==> src/rtl/serial_alu_sched.sv <==
// Bit-serial scheduler: round-robin arbitration between two requesters that share
// one single-bit ALU, streaming operands LSB-first and reassembling the result.
module serial_alu_sched #(
   parameter int WIDTH = 8
) (
   input  logic             clk,
   input  logic             rst_n,
   input  logic             req0,
   input  logic [WIDTH-1:0] a0,
   input  logic [WIDTH-1:0] b0,
   input  logic [1:0]       sel0,
   input  logic             req1,
   input  logic [WIDTH-1:0] a1,
   input  logic [WIDTH-1:0] b1,
   input  logic [1:0]       sel1,
   output logic             gnt0,
   output logic             gnt1,
   output logic             busy,
   output logic             done,
   output logic             done_id,
   output logic [WIDTH-1:0] result,
   output logic             alu_a,
   output logic             alu_b,
   output logic [1:0]       alu_sel,
   input  logic             alu_out
);

   localparam int CW = (WIDTH > 1) ? $clog2(WIDTH) : 1;
   localparam logic [CW-1:0] CNT_LAST = CW'(WIDTH - 1);

   typedef enum logic [1:0] {
      IDLE = 2'd0,
      RUN  = 2'd1,
      DONE = 2'd2
   } state_t;

   state_t           state;
   state_t           state_nx;
   logic [WIDTH-1:0] a_sh;
   logic [WIDTH-1:0] b_sh;
   logic [WIDTH-1:0] r_sh;
   logic [1:0]       sel_q;
   logic             id_q;
   logic             last_id;
   logic [CW-1:0]    cnt;
   logic             any_req;
   logic             winner;
   logic             last_bit;

   // On a tie the requester that did not win last time is served.
   always_comb begin
      any_req  = req0 | req1;
      winner   = (req0 & req1) ? ~last_id : req1;
      last_bit = (cnt == CNT_LAST);
   end

   // NOTE: every combinational output gets a default first so no path can infer a latch.
   always_comb begin
      state_nx = state;
      case (state)
         IDLE:    if (any_req) state_nx = RUN;
         RUN:     if (last_bit) state_nx = DONE;
         DONE:    state_nx = IDLE;
         default: state_nx = IDLE;
      endcase
   end

   // NOTE: sequential state uses non-blocking assignments so all registers update together.
   always_ff @(posedge clk or negedge rst_n) begin
      if (!rst_n) state <= IDLE;
      else        state <= state_nx;
   end

   always_ff @(posedge clk or negedge rst_n) begin
      if (!rst_n) begin
         a_sh    <= '0;
         b_sh    <= '0;
         r_sh    <= '0;
         sel_q   <= '0;
         id_q    <= 1'b0;
         last_id <= 1'b1;
         cnt     <= '0;
         gnt0    <= 1'b0;
         gnt1    <= 1'b0;
         done    <= 1'b0;
         done_id <= 1'b0;
         result  <= '0;
      end else begin
         gnt0 <= 1'b0;
         gnt1 <= 1'b0;
         done <= 1'b0;
         case (state)
            IDLE: begin
               if (any_req) begin
                  a_sh    <= winner ? a1 : a0;
                  b_sh    <= winner ? b1 : b0;
                  sel_q   <= winner ? sel1 : sel0;
                  id_q    <= winner;
                  last_id <= winner;
                  gnt0    <= ~winner;
                  gnt1    <= winner;
                  cnt     <= '0;
               end
            end
            RUN: begin
               r_sh <= {alu_out, r_sh[WIDTH-1:1]};
               a_sh <= a_sh >> 1;
               b_sh <= b_sh >> 1;
               cnt  <= cnt + CW'(1);
               if (last_bit) begin
                  result  <= {alu_out, r_sh[WIDTH-1:1]};
                  done    <= 1'b1;
                  done_id <= id_q;
               end
            end
            default: ;
         endcase
      end
   end

   assign busy = (state != IDLE);

   always_comb begin
      alu_a   = 1'b0;
      alu_b   = 1'b0;
      alu_sel = 2'b00;
      if (state == RUN) begin
         alu_a   = a_sh[0];
         alu_b   = b_sh[0];
         alu_sel = sel_q;
      end
   end

endmodule

==> config.mk <==
export PLATFORM = sky130hd
export DESIGN_NAME = serial_alu_sched
export DESIGN_NICKNAME = d
export VERILOG_FILES = /design/src/rtl/serial_alu_sched.sv
export SDC_FILE = /design/constraint.sdc
export NUM_CORES = 1
export LEC_CHECK = 0
export CAP_MARGIN = 20
export CORE_MARGIN = 3
export CORE_UTILIZATION = 47
export CTS_CLUSTER_DIAMETER = 100
export DETAILED_ROUTE_END_ITERATION = 6
export GPL_TIMING_DRIVEN = 0
export MAX_ROUTING_LAYER = met4
export PLACE_DENSITY = 0.79
export SLEW_MARGIN = 20
export SYNTH_ARGS = -nofsm -noshare
export SYNTH_HDL_FRONTEND = slang
export SYNTH_SLANG_ARGS = --single-unit
==> constraint.sdc <==
create_clock -name clk -period 2 [get_ports clk]
set_clock_uncertainty 0.2 [all_clocks]
set_input_delay 0.4 -clock clk [delete_from_list [all_inputs] [get_ports clk]]
set_output_delay 0.4 -clock clk [all_outputs]
set_load 0.1 [all_outputs]
==> results of run 1 <==
logic make-up (layout without fill, tap and decap cells):
logic type | Yosys count | in the layout
muxes | 25 | 25
adders and majority gates | 2 | 2
DFF | 44 | 44
AOI/OAI and AO/OA | 34 | 34
buffers and inverters | 19 | 95
and+or+nand+nor | 51 | 51
power by group:
| part | switching, mW | total [mW] | internal (mW) |
|---|---|---|---|
| logic | 1.85 | 2.84 | 0.989 |
| registers | 0.209 | 1.50 | 1.29 |
| clock network | 0.289 | 0.565 | 0.276 |
critical path: stages, from the launching register on:
cell     delay [ns]
dfrtp_1        0.43
nor2b_4        0.19
buf_6          0.13
and2_4         0.15
buf_12         0.16
metrics by stage:
step | instances | hold WS (ns) | instance area [um^2] | setup TNS, ns | worst slack (ns)
6_report | 299 | 0.280 | 2890 | 0 | 0.0358
5_1_grt | 299 | 0.301 | 2890 | -0.0854 | -0.0267
4_1_cts | 292 | 0.280 | 2810 | 0 | 0.00541
3_5_place_dp | 281 | 0.169 | 2630 | -6.03 | -0.795
3_3_place_gp | 280 | 0.257 | 2620 | -41.16 | -0.821
2_1_floorplan | 175 | -0.0956 | 1990 | 0 | 0.143
worst max path at each step:
stage / startpoint / to / slack (ns) / cells after the start
floorplan: state[0] / alu_a / 0.14 / 3
global placement: rst_n / result[5] / -0.82 / 1
global route: state[0] / alu_sel[0] / -0.03 / 4
CTS: state[0] / alu_a / 0.005 / 4
detailed placement: state[0] / alu_a / -0.80 / 4
finish: state[0] / alu_sel[0] / 0.04 / 4
metal layers:
metal / GRT usage, % / vias to the layer above
met5: - / -
met1: 25.0 / 782
met2: 32.0 / 58
met4: 4.59 / 0
li1: - / 763
met3: 3.98 / 4
cell usage after synthesis, types with 4 or more instances:
library cell  instances  area share (%)
dfrtp_1              43              54
nand2_1              29             5.5
mux2i_1              14             7.1
o21ai_0              13             3.3
o221ai_1             12             5.3
mux2_2               10             5.7
inv_1                 9             1.7
and2_1                6             1.9
buf_2                 6             1.5
nand3_1               4             1.0
sequential cells by signal, indices dropped and copies added (netlist names):
name	flops
a_sh	8
b_sh	8
result	8
r_sh	7
cnt	3
sel_q	2
state	2
done	1
done_id	1
gnt0	1
gnt1	1
id_q	1
last_id	1
area by class of cell:
type | count | area share (%)
clock inverters | 2 | 0.347
well taps | 48 | 2.08
repair buffers | 68 | 24.7
multi-input cells | 112 | 28.1
plain buffers | 10 | 2.47
clock buffers | 6 | 2.86
flip-flops and latches | 44 | 38.2
inverters | 9 | 1.17
what timing repair did:
item | 4_1_cts | 5_1_grt
endpoints found under the setup margin | 17 | 9
resized for setup | 81 | 9
buffers inserted | 2 | 7
pin swaps | 0 | 3
hold buffers | 1 | 0
hold endpoints to repair | 17 | 0
==> flow_summary.ini, run 1 <==
[synthesis]
synth_compound_area_share_pct = 12.3
netlist_area_um2 = 1980
syn_avg_cell_area_um2 = 11.3
synthFlopType = dfrtp_1
ys_seq_area_share_pct = 55.7
synth_fa_ha_area_share_pct = 1.26
ys_async_sr_fraction_pct = 100
synth_edf_count = 0
synthMuxAreaShare_pct = 13.5
ys_warn_count = 0
syn_nets = 218
ys_types = 30
synthXorXnorAreaFrac_pct = 0
synth-seq-cells = 44
synth_top_family_by_area = multiplexers
synth_cells = 175
synthSimpleGateAreaFrac_pct = 12.5

[clock_tree]
tritoncts = yes
cts_buffers = 5
cts-root-buf = clkbuf_8
clock_latency_ns = 0.29
h-tree-depth = 2
clk_path_buf_depth = 2
numClockSinks = 44
cts.clk_slew.worst_paths_ns = 0.08

[cells_and_area]
multi_input_area_um2 = 812
area_growth_pct = 45.7
final_util_pct = 74.9
antennaDiodeCount = 0
n_fill_cell = 271
seqCellArea_um2 = 1100
mostFrequentLayoutCell = dfrtp_1
fin_nets = 293
final_cell_mix = dfrtp_1, clkdlybuf4s50_1, nand2_1
drive_gt1_share_pct = 27.9

[timing]
rsz0062_at_grt = yes
period_share_pct = 98.2
relSlewSlack_pct = 63.7
fin_crit_ns = 1.96
tightest_slew_ns = 0.547
fmax_mhz = 509
setup_violations = 0
hold_viol = 0
drv_slew = 0

[hold_path]
hold_start = b_sh[2]
hold_depth = 2
hold_path_class = reg2reg
min_to = b_sh[1]

[drt]
wl_met3_um = 288
m1WireLength_um = 1920
topRoutingLayerUsed = met4
wirelength_um = 4610
final_antenna_net_count = 0
vias = 1607
routedWlPerCell_um = 15.4
via_per_inst = 5.37
drt_iter0_markers = 171
drtPass1Iterations = 4
drcViolationCount = 0
met2_length_um = 2380

[placement]
hpwlAfterDp_um = 3230
globalplace.congestion = 0.753
port-buffer-count = 57

[grt]
grtUsageTotal_pct = 19.5
grt_max_degree = 27
grt-ovfl-total = 0
grt_pass1_vias = 1608
grt_pass1_wl_um = 7580
antenna_found_initial = 0

[die]
start_util_pct = 51.4
row_count = 22
dieArea_um2 = 5030
io-pin-count = 58
dieHeight_um = 70.9
coreArea_um2 = 3850
die-width_um = 70.9

[flow_run]
max-cap-violations = 0

[worst_setup_path]
start_kind = flop
r2r_cells = 5
cp.arrival_ns = 1.36
required_ns = 1.40
r2r-start = cnt[0]
crit_fanout = 8
r2r_slack_ns = 0.32
path_class = reg2out
rr_endpoint = result[7]
crit_path_end_kind = primary output

[pwr]
power_leakage_nw = 1.34
power.density_nw_per_um2 = 1700
fin_total_pwr_mw = 4.90
ir_drop_mv = 1.13

[status]
status = finished, final reports clean
No activity file was read; power rests on OpenSTA's default activity.
==> run 2: changes to the inputs <==
--- a/config.mk
+++ b/config.mk
@@ -5,9 +5,10 @@
 export SDC_FILE = /design/constraint.sdc
 export NUM_CORES = 1
 export LEC_CHECK = 0
+export ABC_AREA = 1
 export CAP_MARGIN = 20
 export CORE_MARGIN = 3
-export CORE_UTILIZATION = 47
+export CORE_UTILIZATION = 48
 export CTS_CLUSTER_DIAMETER = 100
 export DETAILED_ROUTE_END_ITERATION = 6
 export GPL_TIMING_DRIVEN = 0
==> flow_summary.ini, run 2 <==
[status]
status = finished, final reports clean

[timing]
layout_setup_ws_ns = 0.0909
setup_violations = 0
tightest_slew_ns = 0.553
hold_viol = 0
relSlewSlack_pct = 63.3
period_share_pct = 95.5
drv_slew = 0
fin_crit_ns = 1.91
fmax_mhz = 524
rsz0062_at_grt = no

[grt]
grt_pass1_vias = 1839
grt_pass1_wl_um = 8290
antenna_found_initial = 0
grt_max_degree = 34
grtUsageTotal_pct = 20.8
grt-ovfl-total = 0

[worst_setup_path]
r2r_slack_ns = 0.34
cp.arrival_ns = 1.31
crit_path_end_kind = primary output
r2r_cells = 7
start_kind = flop
path_class = reg2out
rr_endpoint = result[5]
crit_fanout = 18
required_ns = 1.40
r2r-start = state[0]

[clock_tree]
h-tree-depth = 2
cts.clk_slew.worst_paths_ns = 0.08
tritoncts = yes
clock_latency_ns = 0.28
numClockSinks = 44
clk_path_buf_depth = 2
cts_buffers = 5
cts-root-buf = clkbuf_8

[synthesis]
synth_cells = 274
synthFlopType = dfrtp_1
ys_warn_count = 0
ys_async_sr_fraction_pct = 100
synthTopCellsByCount = nand3_1, nand2_1, inv_1
syn_avg_cell_area_um2 = 7.87
yosysTopAreaCell = dfrtp_1
synth_top_area_share_pct = 49.9
synth-seq-cells = 44
ys_seq_area_share_pct = 51.1
synth_edf_count = 0
ys_types = 15
synth_area_leaders = dfrtp_1, nand3_1, nand2_1
netlist_area_um2 = 2160
synth.most_common_cell = nand3_1
syn_nets = 317

[die]
dieArea_um2 = 5330
io-pin-count = 58
row_count = 23
die-width_um = 73.0
dieHeight_um = 73.0
coreArea_um2 = 4170
start_util_pct = 51.7

[drt]
routedWlPerCell_um = 12.7
vias = 1977
drcViolationCount = 0
wirelength_um = 4960
drt_iter0_markers = 160
final_antenna_net_count = 0
drtPass1Iterations = 4
via_per_inst = 5.06

[hold_path]
hold_path_class = reg2reg
min_to = last_id
hold_start = last_id
hold_depth = 2

[pwr]
power.density_nw_per_um2 = 1670
power_leakage_nw = 1.54
ir_drop_mv = 1.03

[placement]
hpwlAfterDp_um = 3620
pre_cts_slack_ns = -0.708
globalplace.congestion = 0.799
port-buffer-count = 56
place_inst = 381

[cells_and_area]
top_regs = a_sh x8, b_sh x8, result x8
drive_gt1_share_pct = 15.5
final_cells = 391
fin_nets = 384
n_fill_cell = 336
final_util_pct = 71.2
final_cell_mix = nand3_1, nand2_1, inv_1
area_growth_pct = 37.8
mostFrequentLayoutCell = nand3_1
antennaDiodeCount = 0

[flow_run]
max-cap-violations = 0
==> run 2: cell count changes after synthesis, moves of 3 or more <==
cell      delta
o21ai_0      +4
mux2i_1     -14
nand3_1     +64
nand2_1     +36
inv_1       +39
buf_4        +3
o221ai_1    -12
mux2_2      -10
and2_1       -6
nor2_1       +6
==> run 2: stage by stage <==
step | setup TNS (ns) | power [mW] | area [um^2] | hold slack (ns)
2_1_floorplan | -0.721 | 3.59 | 2170 | -0.0956
3_3_place_gp | -36.72 | 4.23 | 2790 | 0.262
3_5_place_dp | -3.95 | 4.30 | 2810 | 0.0955
4_1_cts | 0 | 4.89 | 2940 | 0.271
5_1_grt | 0 | 5.27 | 2970 | 0.288
6_report | 0 | 4.96 | 2970 | 0.276
==> run 2: layer usage <==
| metal | part of all wire, % | GRT usage (%) |
|---|---|---|
| met4 | 1.3 | 5.53 |
| met3 | 7.1 | 3.72 |
| met5 | 0 | - |
| met2 | 48 | 33.0 |
| met1 | 44 | 27.6 |
==> run 2: repair_timing <==
item,in CTS,in global routing
hold endpoints to repair,11,0
resized for setup,77,3
buffers inserted,0,3
hold buffers,1,0
endpoints found under the setup margin,17,3
pin swaps,0,1
==> run 2: worst max path at each step <==
stage	startpoint	to	slack, ns	cells after the start
final	state[0]	alu_b	0.09	5
after global routing	state[0]	alu_b	0.005	5
after CTS	state[1]	alu_sel[0]	0.04	4
after detailed placement	state[1]	alu_a	-0.71	5
after global placement	rst_n	b_sh[0]	-0.76	1
after floorplan	state[1]	alu_a	-0.18	4
==> run 2: cell type report <==
type | count | area, um^2 | area share (%)
Clock buffer | 6 | 72.6 | 2.44
Multi-Input combinational cell | 166 | 787 | 26.5
Timing Repair Buffer | 61 | 658 | 22.1
Buffer | 13 | 91.3 | 3.07
Clock inverter | 1 | 5.00 | 0.168
Sequential cell | 44 | 1100 | 37.1
Tap cell | 50 | 62.6 | 2.11
Inverter | 50 | 193 | 6.48
==> run 2: worst max-delay path: stages (launching register included) <==
cell and delay, ns:
dfrtp_1 0.35, inv_1 0.08, nor2_4 0.16, inv_6 0.10, nor2_2 0.14, buf_12 0.19
==> run 2: kinds of logic (layout without fill, tap and decap cells) <==
family | count (synthesis) | in the layout | share of synthesized area, %
buf+inv | 64 | 131 | 13.2
compound gates | 19 | 19 | 4.41
simple gates | 145 | 145 | 30.1
flops | 44 | 44 | 51.1
fa+ha+maj | 2 | 2 | 1.16
==> run 2: power breakdown <==
| part | internal, mW | leakage [nW] | switching [mW] |
|---|---|---|---|
| registers | 1.30 | 0.550 | 0.208 |
| clock network | 0.238 | 0.0410 | 0.275 |
| logic | 0.891 | 0.949 | 2.04 |
| total | 2.43 | 1.54 | 2.53 |
==> run 3: changes to the inputs <==
--- a/config.mk
+++ b/config.mk
@@ -7,6 +7,7 @@
 export LEC_CHECK = 0
 export ABC_AREA = 1
 export CAP_MARGIN = 20
+export CORE_ASPECT_RATIO = 1.5
 export CORE_MARGIN = 3
 export CORE_UTILIZATION = 48
 export CTS_CLUSTER_DIAMETER = 100
==> flow_summary.ini, run 3 (synthesized netlist as in run 2, its figures left out) <==
[status]
status = finished, final reports clean

[placement]
hpwlAfterDp_um = 3700
place_area_um2 = 2800
globalplace.congestion = 0.835
port-buffer-count = 56
pre_cts_slack_ns = -0.711

[timing]
relSlewSlack_pct = 64.0
layout_setup_ws_ns = 0.0708
hold_slack_ns = 0.276
fin_crit_ns = 1.93
setup_violations = 0
fmax_mhz = 518
hold_viol = 0
rsz0062_at_grt = no
period_share_pct = 96.5
drv_slew = 0
tightest_slew_ns = 0.543
setup_tns_ns = 0

[die]
coreArea_um2 = 4280
dieArea_um2 = 5350
start_util_pct = 50.4
die-width_um = 60.7
io-pin-count = 58
dieHeight_um = 88.1
row_count = 29

[drt]
drtPass1Iterations = 5
final_antenna_net_count = 0
drt_iter0_markers = 72
vias = 1957
wirelength_um = 4880
via_per_inst = 5.01
routedWlPerCell_um = 12.5
drcViolationCount = 0

[clock_tree]
clk_path_buf_depth = 2
cts.clk_slew.worst_paths_ns = 0.09
clock_latency_ns = 0.30
cts-root-buf = clkbuf_8
numClockSinks = 44
h-tree-depth = 2
tritoncts = yes
cts_buffers = 5

[grt]
top_usage_layer = met2
antenna_found_initial = 0
gr-usage-met1_pct = 21.8
grt_pass1_wl_um = 8250
grt-ovfl-total = 0
grt_max_degree = 32
use_met3_pct = 4.42
grt_pass1_vias = 1954
grtUsageTotal_pct = 20.9
use_met2_pct = 37.5

[cells_and_area]
drive_gt1_share_pct = 16.8
mostFrequentLayoutCell = nand3_1
area_growth_pct = 41.2
n_fill_cell = 342
antennaDiodeCount = 0
stdcell_area_um2 = 3040
top_regs = a_sh x8, b_sh x8, result x8
final_cell_mix = nand3_1, nand2_1, inv_1
fin_nets = 387

[pwr]
power.density_nw_per_um2 = 1710
fin_total_pwr_mw = 5.21
comb_power_share_pct = 57.8
power_switching_mw = 2.59
ir_drop_mv = 0.784
switching_share_pct = 49.7
p_int_mw = 2.62
power_leakage_nw = 1.57
seqPwrFrac_pct = 28.8
power.share.clock_pct = 13.4

[worst_setup_path]
required_ns = 1.40
crit_fanout = 10
path_class = reg2out
crit_path_end_kind = primary output
start_kind = flop
cp.arrival_ns = 1.33

[flow_run]
max-cap-violations = 0

[hold_path]
hold_path_class = reg2reg
-- run 3: power groups by stage --
stage	combinational [mW]	clock (mW)	sequential, mW
after global routing	3.24	0.740	1.54
final	3.01	0.698	1.50
after floorplan	1.43	0	2.16
after CTS	2.83	0.707	1.50
after global placement	2.72	0	1.50
after detailed placement	2.78	0	1.52
-- run 3: worst paths after layout --
path                        endpoint      from  slack (ns)  depth (start not counted)
min in group asynchronous    r_sh[3]     rst_n        0.32                          2
setup reg to reg           result[7]    cnt[0]        0.32                          5
hold reg to reg              last_id   last_id        0.28                          2
max in group asynchronous    last_id     rst_n        0.73                          3
hold / removal               last_id   last_id        0.28                          2
setup / recovery               alu_b  state[0]        0.07                          5
-- run 3: through the flow --
| step | util, % | cells |
|---|---|---|
| 3_5_place_dp | 65.4 | 377 |
| 5_1_grt | 71.1 | 391 |
| 4_1_cts | 69.1 | 385 |
| 3_3_place_gp | 65.1 | 376 |
| 6_report | 71.1 | 391 |
| 2_1_floorplan | - | 274 |
-- run 3: critical path, cell delays in order, from the launching register on --
cell and delay [ns]:
dfrtp_1 0.37, inv_1 0.09, nor2_4 0.19, inv_8 0.08, nor2_4 0.11, buf_12 0.18
-- run 3: layer usage --
metal | vias to the layer above | part of all wire [%]
met5 | - | 0
met4 | 0 | 2.0
met3 | 11 | 3.8
met2 | 57 | 54
met1 | 897 | 40
li1 | 992 | -
-- run 3: final cells by class --
cell class | count | area, um^2 | area share (%)
clock buffers | 5 | 68.8 | 2.26
inverters | 50 | 195 | 6.41
clock inverters | 3 | 46.3 | 1.52
repair buffers | 64 | 681 | 22.4
flip-flops and latches | 44 | 1100 | 36.2
well taps | 46 | 57.6 | 1.89
plain buffers | 13 | 91.3 | 3.00
multi-input cells | 166 | 802 | 26.3
-- run 3: what timing repair did --
action	4_1_cts	5_1_grt
gates resized for setup	75	10
hold buffers	1	0
setup buffers	0	6
hold endpoints to repair	13	0
endpoints found under the setup margin	17	4
pin swaps	0	1
